`src/rtl/ula_pkg.sv`:
```
// ula_pkg: shared opcode constants, FSM encoding and default width for ula and ula_ctrl
package ula_pkg;
  localparam int ULA_WIDTH = 8;
  localparam logic [2:0] ULA_ADD = 3'b000;
  localparam logic [2:0] ULA_SUB = 3'b001;
  localparam logic [2:0] ULA_AND = 3'b010;
  localparam logic [2:0] ULA_OR  = 3'b011;
  localparam logic [2:0] ULA_XOR = 3'b100;
  localparam logic [2:0] ULA_SLT = 3'b101;
  localparam logic [2:0] ULA_EQ  = 3'b110;
  localparam logic [2:0] ULA_NE  = 3'b111;
  typedef enum logic [1:0] {
    S_IDLE = 2'd0,
    S_WAIT = 2'd1,
    S_DONE = 2'd2
  } state_e;
endpackage

```
`src/rtl/ula_ctrl_if.sv`:
```
// ula_ctrl_if: command and result valid/ready channels between a command source and ula_ctrl
interface ula_ctrl_if #(
  parameter int WIDTH = ula_pkg::ULA_WIDTH
);
  logic             cmd_valid;
  logic             cmd_ready;
  logic [WIDTH-1:0] cmd_a;
  logic [WIDTH-1:0] cmd_b;
  logic [2:0]       cmd_op;
  logic             res_valid;
  logic             res_ready;
  logic [WIDTH-1:0] res_data;
  logic [2:0]       res_op;
  modport master (
    output cmd_valid, cmd_a, cmd_b, cmd_op, res_ready,
    input  cmd_ready, res_valid, res_data, res_op
  );
  modport slave (
    input  cmd_valid, cmd_a, cmd_b, cmd_op, res_ready,
    output cmd_ready, res_valid, res_data, res_op
  );
endinterface

```
`src/rtl/ula_ctrl.sv`:
```
// ula_ctrl: one-at-a-time handshaked initiator for ula; latches operands, waits LAT edges,
// captures the result and returns it on the result channel.
module ula_ctrl
  import ula_pkg::*;
#(
  parameter int WIDTH = ULA_WIDTH,
  parameter int LAT   = 1,
  parameter int CNT_W = 16
) (
  input  logic             clk,
  input  logic             rst,
  ula_ctrl_if.slave        bus,
  output logic [WIDTH-1:0] ula_a_o,
  output logic [WIDTH-1:0] ula_b_o,
  output logic [2:0]       ula_opcode_o,
  input  logic [WIDTH-1:0] ula_s_i,
  output logic             busy_o,
  output logic [CNT_W-1:0] op_count_o
);
  localparam logic [3:0] LAT_C = 4'(LAT);
  state_e           state_q, state_d;
  logic [3:0]       cnt_q, cnt_d;
  logic [WIDTH-1:0] a_q, a_d, b_q, b_d, data_q, data_d;
  logic [2:0]       op_q, op_d;
  logic [CNT_W-1:0] count_q, count_d;
  always_ff @(posedge clk or posedge rst) begin
    if (rst) begin
      state_q <= S_IDLE;
      cnt_q   <= '0;
      a_q     <= '0;
      b_q     <= '0;
      op_q    <= '0;
      data_q  <= '0;
      count_q <= '0;
    end else begin
      state_q <= state_d;
      cnt_q   <= cnt_d;
      a_q     <= a_d;
      b_q     <= b_d;
      op_q    <= op_d;
      data_q  <= data_d;
      count_q <= count_d;
    end
  end
  // ready/valid come from state alone, so the ports never combine inputs into outputs
  always_comb begin
    state_d = state_q;
    cnt_d   = cnt_q;
    a_d     = a_q;
    b_d     = b_q;
    op_d    = op_q;
    data_d  = data_q;
    count_d = count_q;
    unique case (state_q)
      S_IDLE: if (bus.cmd_valid) begin
        state_d = S_WAIT;
        cnt_d   = LAT_C;
        a_d     = bus.cmd_a;
        b_d     = bus.cmd_b;
        op_d    = bus.cmd_op;
      end
      S_WAIT: if (cnt_q != 4'd0) begin
        cnt_d = cnt_q - 4'd1;
      end else begin
        data_d  = ula_s_i;
        state_d = S_DONE;
      end
      S_DONE: if (bus.res_ready) begin
        state_d = S_IDLE;
        count_d = count_q + CNT_W'(1);
      end
      default: state_d = S_IDLE;
    endcase
  end
  assign bus.cmd_ready = state_q == S_IDLE;
  assign bus.res_valid = state_q == S_DONE;
  assign bus.res_data  = data_q;
  assign bus.res_op    = op_q;
  assign busy_o        = state_q != S_IDLE;
  assign ula_a_o       = a_q;
  assign ula_b_o       = b_q;
  assign ula_opcode_o  = op_q;
  assign op_count_o    = count_q;
endmodule

```
`src/flat_wrapper.sv`:
```
// flat-port wrapper written by rule: the top's interface ports become plain ports
module ula_ctrl_flat import ula_pkg::*;
#(
  parameter int WIDTH = ULA_WIDTH,
  parameter int LAT   = 1,
  parameter int CNT_W = 16
)
  (clk, rst, ula_a_o, ula_b_o, ula_opcode_o, ula_s_i, busy_o, op_count_o, bus_cmd_valid, bus_cmd_a, bus_cmd_b, bus_cmd_op, bus_res_ready, bus_cmd_ready, bus_res_valid, bus_res_data, bus_res_op);
  ula_ctrl_if #(.WIDTH(WIDTH)) bus_i ();
  input  logic clk;
  input  logic rst;
  output logic [WIDTH-1:0] ula_a_o;
  output logic [WIDTH-1:0] ula_b_o;
  output logic [2:0] ula_opcode_o;
  input  logic [WIDTH-1:0] ula_s_i;
  output logic busy_o;
  output logic [CNT_W-1:0] op_count_o;
  input wire logic [$bits(bus_i.cmd_valid)-1:0] bus_cmd_valid;
  input wire logic [$bits(bus_i.cmd_a)-1:0] bus_cmd_a;
  input wire logic [$bits(bus_i.cmd_b)-1:0] bus_cmd_b;
  input wire logic [$bits(bus_i.cmd_op)-1:0] bus_cmd_op;
  input wire logic [$bits(bus_i.res_ready)-1:0] bus_res_ready;
  output wire logic [$bits(bus_i.cmd_ready)-1:0] bus_cmd_ready;
  output wire logic [$bits(bus_i.res_valid)-1:0] bus_res_valid;
  output wire logic [$bits(bus_i.res_data)-1:0] bus_res_data;
  output wire logic [$bits(bus_i.res_op)-1:0] bus_res_op;
  assign bus_i.cmd_valid = bus_cmd_valid;
  assign bus_i.cmd_a = bus_cmd_a;
  assign bus_i.cmd_b = bus_cmd_b;
  assign bus_i.cmd_op = bus_cmd_op;
  assign bus_i.res_ready = bus_res_ready;
  assign bus_cmd_ready = bus_i.cmd_ready;
  assign bus_res_valid = bus_i.res_valid;
  assign bus_res_data = bus_i.res_data;
  assign bus_res_op = bus_i.res_op;
  ula_ctrl #(.WIDTH(WIDTH), .LAT(LAT), .CNT_W(CNT_W)) u_core (.clk(clk), .rst(rst), .bus(bus_i), .ula_a_o(ula_a_o), .ula_b_o(ula_b_o), .ula_opcode_o(ula_opcode_o), .ula_s_i(ula_s_i), .busy_o(busy_o), .op_count_o(op_count_o));
endmodule
```
`config.mk`:
```
export PLATFORM = sky130hd
export DESIGN_NAME = ula_ctrl_flat
export DESIGN_NICKNAME = d
export VERILOG_FILES = /design/src/rtl/ula_pkg.sv /design/src/rtl/ula_ctrl_if.sv /design/src/rtl/ula_ctrl.sv /design/src/flat_wrapper.sv
export SDC_FILE = /design/constraint.sdc
export NUM_CORES = 1
export LEC_CHECK = 0
export ABC_AREA = 1
export BUFFER_PORTS_ARGS = -buffer_cell sky130_fd_sc_hd__buf_2
export CORE_MARGIN = 2
export CORE_UTILIZATION = 53
export DETAILED_ROUTE_END_ITERATION = 6
export GPL_ROUTABILITY_DRIVEN = 0
export HOLD_SLACK_MARGIN = 0.05
export PLACE_DENSITY = 0.92
export SYNTH_ARGS = -nofsm -noshare
export SYNTH_HDL_FRONTEND = slang
export SYNTH_SLANG_ARGS = --single-unit
```
`constraint.sdc`:
```
create_clock -name clk -period 3 [get_ports clk]
set_input_delay 0.3 -clock clk [delete_from_list [all_inputs] [get_ports clk]]
set_output_delay 0.3 -clock clk [all_outputs]
set_load 0.02 [all_outputs]
```
### Word level (Yosys, flattened, before mapping)

Index checks and enable logic that the tools add are counted.

* register bits after elaboration: 49
* latch bits: 0
* RAM bits: 0
* ROM bits: 0
* memories: 0

* add/subtract/negate cells: 2
* multipliers: 0
* div/mod/pow operators: 0
* magnitude comparators: 0
* equality and inequality tests: 6
* shift operators: 0
* mux-type cells: 7
* bitwise gates (word level): 1
* reduce and logical (&&, ||, !) cells: 9

Operators with widths (count)
* $add A16 B1 Y16 const B: 1
* $mux W4: 2
* $pmux W4 S2: 1
* $mux W2: 3
* $ne A2 B2 Y1 const B: 3
* $pmux W2 S3: 1
* $reduce_and A2 Y1: 3
* $reduce_and A3 Y1: 2
* $reduce_bool A2 Y1: 2
* $reduce_bool A4 Y1: 1
* $sub A4 B1 Y4 const B: 1
* $eq A2 B1 Y1 const B: 1
* $eq A2 B2 Y1 const B: 1
* $logic_not A2 Y1: 1
* $ne A2 B1 Y1 const B: 1
* $not A1 Y1: 1

### Depth between registers and ports, before layout

* depth in word-level cells: 3
* mapped depth: 8

### Worst setup path after synthesis

OpenSTA, ideal clock, no wires.

* kind: register to register
* start: register u_core.count_q[0], in the netlist u_core.op_count_o[0]
* end: register u_core.count_q[12], in the netlist u_core.op_count_o[12]
* arrival: 1.247 ns
* required time: 2.879 ns
* setup slack: 1.633 ns
* stages on the path, launching flop included: 7
* path buffers: 0
* clock period less this slack: 1.367 ns
* cell sequence: dfrtp_1 ha_1 nand3_1 nor2_4 nand3_2 o21ai_1 nand2_1

* cells in the longest elaborated chain, start to end: 1

RTL lines
* start, declared: line ula_ctrl.sv:25 `logic [CNT_W-1:0] count_q, count_d;`
* start signal, assigned: line ula_ctrl.sv:42 `count_q <= count_d;`
* $add A16 B1 Y16: line ula_ctrl.sv:70 `count_d = count_q + CNT_W'(1);`

No other way between the ends.
A chain may end at the register's enable or synchronous reset.

### Worst setup path after layout

* start: register u_core.state_q[1]
* end: register u_core.b_q[7], in the netlist u_core.ula_b_o[7]

* cells in the longest elaborated chain, start to end: 2

RTL lines
* start, declared: line ula_ctrl.sv:21 `state_e state_q, state_d;`
* start signal, assigned: line ula_ctrl.sv:36 `state_q <= state_d;`
* $logic_not A2 Y1: line ula_ctrl.sv:54 `unique case (state_q)`
* $reduce_and A2 Y1 (no line)
* end signal, assigned: line ula_ctrl.sv:31 `b_q <= '0;`
* end signal, assigned: line ula_ctrl.sv:39 `b_q <= b_d;`
* end, declared: line ula_ctrl.sv:23 `logic [WIDTH-1:0] a_q, a_d, b_q, b_d, data_q, data_d;`

No other way between the ends.

==> impl_metrics.csv <==
group,metric,value,unit
run_status,outcome,"completed",
die,fp-row-count,23,
synthesis,netlist_instances,249,
finish,finish.net_count,361,
global_routing,globalRouteTotalUtil,19.8,%
global_routing,gr-total-overflow,0,
die,floorplan.initialDensity,54.9,%
flow_run,max_cap_violations,0,
detailed_routing,drt-pass1-iter-count,4,
synthesis,synthesis.area,0.00219,sq mm
place,numPortBuffers,79,
global_routing,via_count_of_the_first_global_routing_pass,1627,
sta,finalHoldViolCount,0,
place,place_area,0.00260,sq mm
sta,relative_slew_slack,34.8,%
synthesis,post_synth_num_cell_types,23,
die,die_w,68.4,um
die,floorplan.die.height,68.4,um
synthesis,synth.top_cells.by_area,"sky130_fd_sc_hd__dfrtp_1 56%, sky130_fd_sc_hd__nand2_1 16%, sky130_fd_sc_hd__inv_1 4.1%",
global_routing,grt_start_max_net_pins,50,
clocking,cts_hold_repair.buffers,0,
finish,register_area,0.00123,sq mm
finish,area_used_by_multi_input_combinational_logic,810,sq um
setup_path,timing.critical_path.slowest_stage_cell,"sky130_fd_sc_hd__inv_2",
clocking,clk_root_buffer_cell,"sky130_fd_sc_hd__clkbuf_8",
pwr,seqPwrFrac,39.8,%
finish,n_fill_cell,331,
detailed_routing,detail_route.iter0.violations,75,
setup_path,crit_arrival,1970,ps
detailed_routing,drcViolationCount,0,
die,pin_count,80,
finish,post_layout_nonfiller_instances,378,
clocking,clock-sinks,49,
synthesis,area_share_of_the_largest_cell_type_after_synthesis,55.9,%
finish,antenna_cells_inserted,0,
setup_path,crit_fanout,22,
synthesis,synth_edf_count,0,
clocking,clk-insertion-delay-late,300,ps
pwr,p_per_area,963,mW/mm^2
synthesis,synth_top_cell_by_area,"sky130_fd_sc_hd__dfrtp_1",
setup_path,critPathCaptureType,"flop",
clocking,number_of_buffers_inserted_during_clock_tree_synthesis,5,
pwr,netSwitchingFraction,42.7,%
clocking,clkTransAtPathRegs,90,ps
synthesis,async_reset_ff_share,100,%
worst_hold_path,worst_hold_path_type,"in -> reg",
setup_path,worst_path_most_repeated_cell,"sky130_fd_sc_hd__nand2_1",
die,core_region_area,0.00400,sq mm
sta,fin_skew,8.69,ps
global_routing,antenna_found_initial,0,
clocking,clockBufferDepth,2,
pwr,clockPowerShare,17.8,%
sta,finalMaxSlewViolations,0,
pwr,report.power.total,2.62,mW
place,place_hpwl,3260,um
sta,worst_slew_pin_slew,976,ps
detailed_routing,dr_total_vias,1801,
setup_path,setup.worst_path.class,"reg -> reg",
clocking,cts_tree,"built",
finish,final_util,67.9,%
detailed_routing,drt-wirelength-per-cell,11.5,um
setup_path,cp-start-kind,"flop",
global_routing,grt_pass1_wl,6900,um
die,die-area,0.00467,sq mm
synthesis,synth.yosys.seq_area_share,55.9,%
clocking,cts.htree.levels,2,
detailed_routing,vias_per_cell,4.76,
setup_path,crit_path_cell_trace,"nor2_2 > nand2_1 > inv_2 > nand2_1 > nand2_1",
synthesis,ys_warn_count,0,
sta,setup_total_neg_slack,0,ps
pwr,power.static_leakage,1.57,nW
pwr,switchingPower,1.12,mW
sta,unrepaired_setup_endpoints_after_global_routing,"false",
synthesis,synth-main-ff-cell,"sky130_fd_sc_hd__dfrtp_1",
synthesis,ys_seq_elements,49,
detailed_routing,finalWirelength,4330,um
setup_path,worst-endpoint-required,3230,ps
sta,maxClockFrequency,0.576,GHz
finish,synthToLayoutAreaGrowth,23.8,%
place,placed_cells,370,
synthesis,synth_area_per_cell,8.81,sq um
sta,setup-violations-final,0,
clocking,post_cts_buffers,0,
clocking,post_cts_resized,0,
synthesis,synth.net_count,283,
finish,layout-drive-gt1-share,32.3,%
sta,share_of_the_clock_period_used_by_the_worst_path_after_layout,57.9,%
pwr,p_int,1.50,mW
finish,finish.instance_area,0.00272,sq mm
sta,finalWorstPathRequiredPeriod,1740,ps
detailed_routing,route.antenna.remaining_nets,0,
pwr,combinationalPowerShare,42.4,%
pwr,peakVddDrop,0.000655,V
setup_path,max_stage_delay,460,ps
[through the flow]
stage / setup WS, ps / hold slack [ps]
final: 1260 / 192
after global routing: 1090 / 196
after global placement: 1360 / 452
after detailed placement: 1260 / 457
after floorplan: 1530 / 386
after CTS: 1240 / 185
[worst max-delay path, delay by kind of cell (launching register included)]
| kind | cells | cell delay (ps) |
|---|---|---|
| simple gates | 4 | 780 |
| buf+inv | 1 | 460 |
| flops | 1 | 430 |
[flip-flops by register name (all words and copies together), names as in the netlist]
register / cells
u_core.bus.res_data: 8
u_core.bus.res_op: 3
u_core.cnt_q: 4
u_core.op_count_o: 16
u_core.state_q: 2
u_core.ula_a_o: 8
u_core.ula_b_o: 8
[layout make-up]
class	count	share of cell area [%]
Clock buffer	5	2.53
Clock inverter	3	1.70
Inverter	29	4.01
Multi-Input combinational cell	163	29.8
Sequential cell	49	45.1
Tap cell	50	2.30
Timing Repair Buffer	79	14.5
[cells in the mapped netlist, types with 5 or more instances]
library cell and count:
sky130_fd_sc_hd__xor2_1 5, sky130_fd_sc_hd__inv_2 5, sky130_fd_sc_hd__o21ai_1 11, sky130_fd_sc_hd__xnor2_1 6, sky130_fd_sc_hd__nor2_1 13, sky130_fd_sc_hd__dfrtp_1 49
sky130_fd_sc_hd__nand2_1 96, sky130_fd_sc_hd__inv_1 24, sky130_fd_sc_hd__nand3_1 7
[worst paths after layout]
check / start / to / slack (ps) / cells after the start
worst min register to register: u_core.cnt_q[0] / u_core.cnt_q[0] / 470 / 1
max in group asynchronous: rst / u_core.bus.res_data[6] / 2170 / 2
min in group asynchronous: rst / u_core.ula_a_o[5] / 230 / 2
worst min-delay path: bus_cmd_b[3] / u_core.ula_b_o[3] / 190 / 3
worst max register to register: u_core.state_q[1] / u_core.ula_b_o[7] / 1260 / 5
worst max-delay path: u_core.state_q[1] / u_core.ula_b_o[7] / 1260 / 5
[metal layers]
metal  global-route usage [%]  vias up  wire, um
li1                         -      917         -
met5                        0        -         0
met3                     3.45        2       205
met4                     6.75        0        33
met2                     33.9       57      2120
met1                     25.4      825      1970
[power by group through the flow]
stage               clock (mW)  sequential [mW]  combinational, mW
floorplan                    0             1.28              0.556
global placement             0             1.04               1.08
detailed placement           0             1.05               1.13
CTS                      0.475             1.04               1.12
global route             0.504             1.07               1.22
finish                   0.467             1.04               1.11
[layout by cell type (no fill, tap or decap), types with 4 or more instances in the layout]
cell type / instances
sky130_fd_sc_hd__clkbuf_8: 5
sky130_fd_sc_hd__xnor2_1: 6
sky130_fd_sc_hd__o21ai_1: 11
sky130_fd_sc_hd__buf_2: 79
sky130_fd_sc_hd__inv_1: 23
sky130_fd_sc_hd__nand3_1: 7
sky130_fd_sc_hd__xor2_1: 5
sky130_fd_sc_hd__dfrtp_1: 49
sky130_fd_sc_hd__nor3_1: 4
sky130_fd_sc_hd__nor2_2: 4
sky130_fd_sc_hd__inv_2: 6
sky130_fd_sc_hd__nand2_1: 96
sky130_fd_sc_hd__nor2_1: 13
[cells by family after synthesis]
kind of cell,synth area share (%)
buf+inv,7.24
flops,55.9
xor+xnor,4.39
fa+ha+maj,1.71
compound gates,3.31
simple gates,27.5
Power figures use the tool's default switching activity.
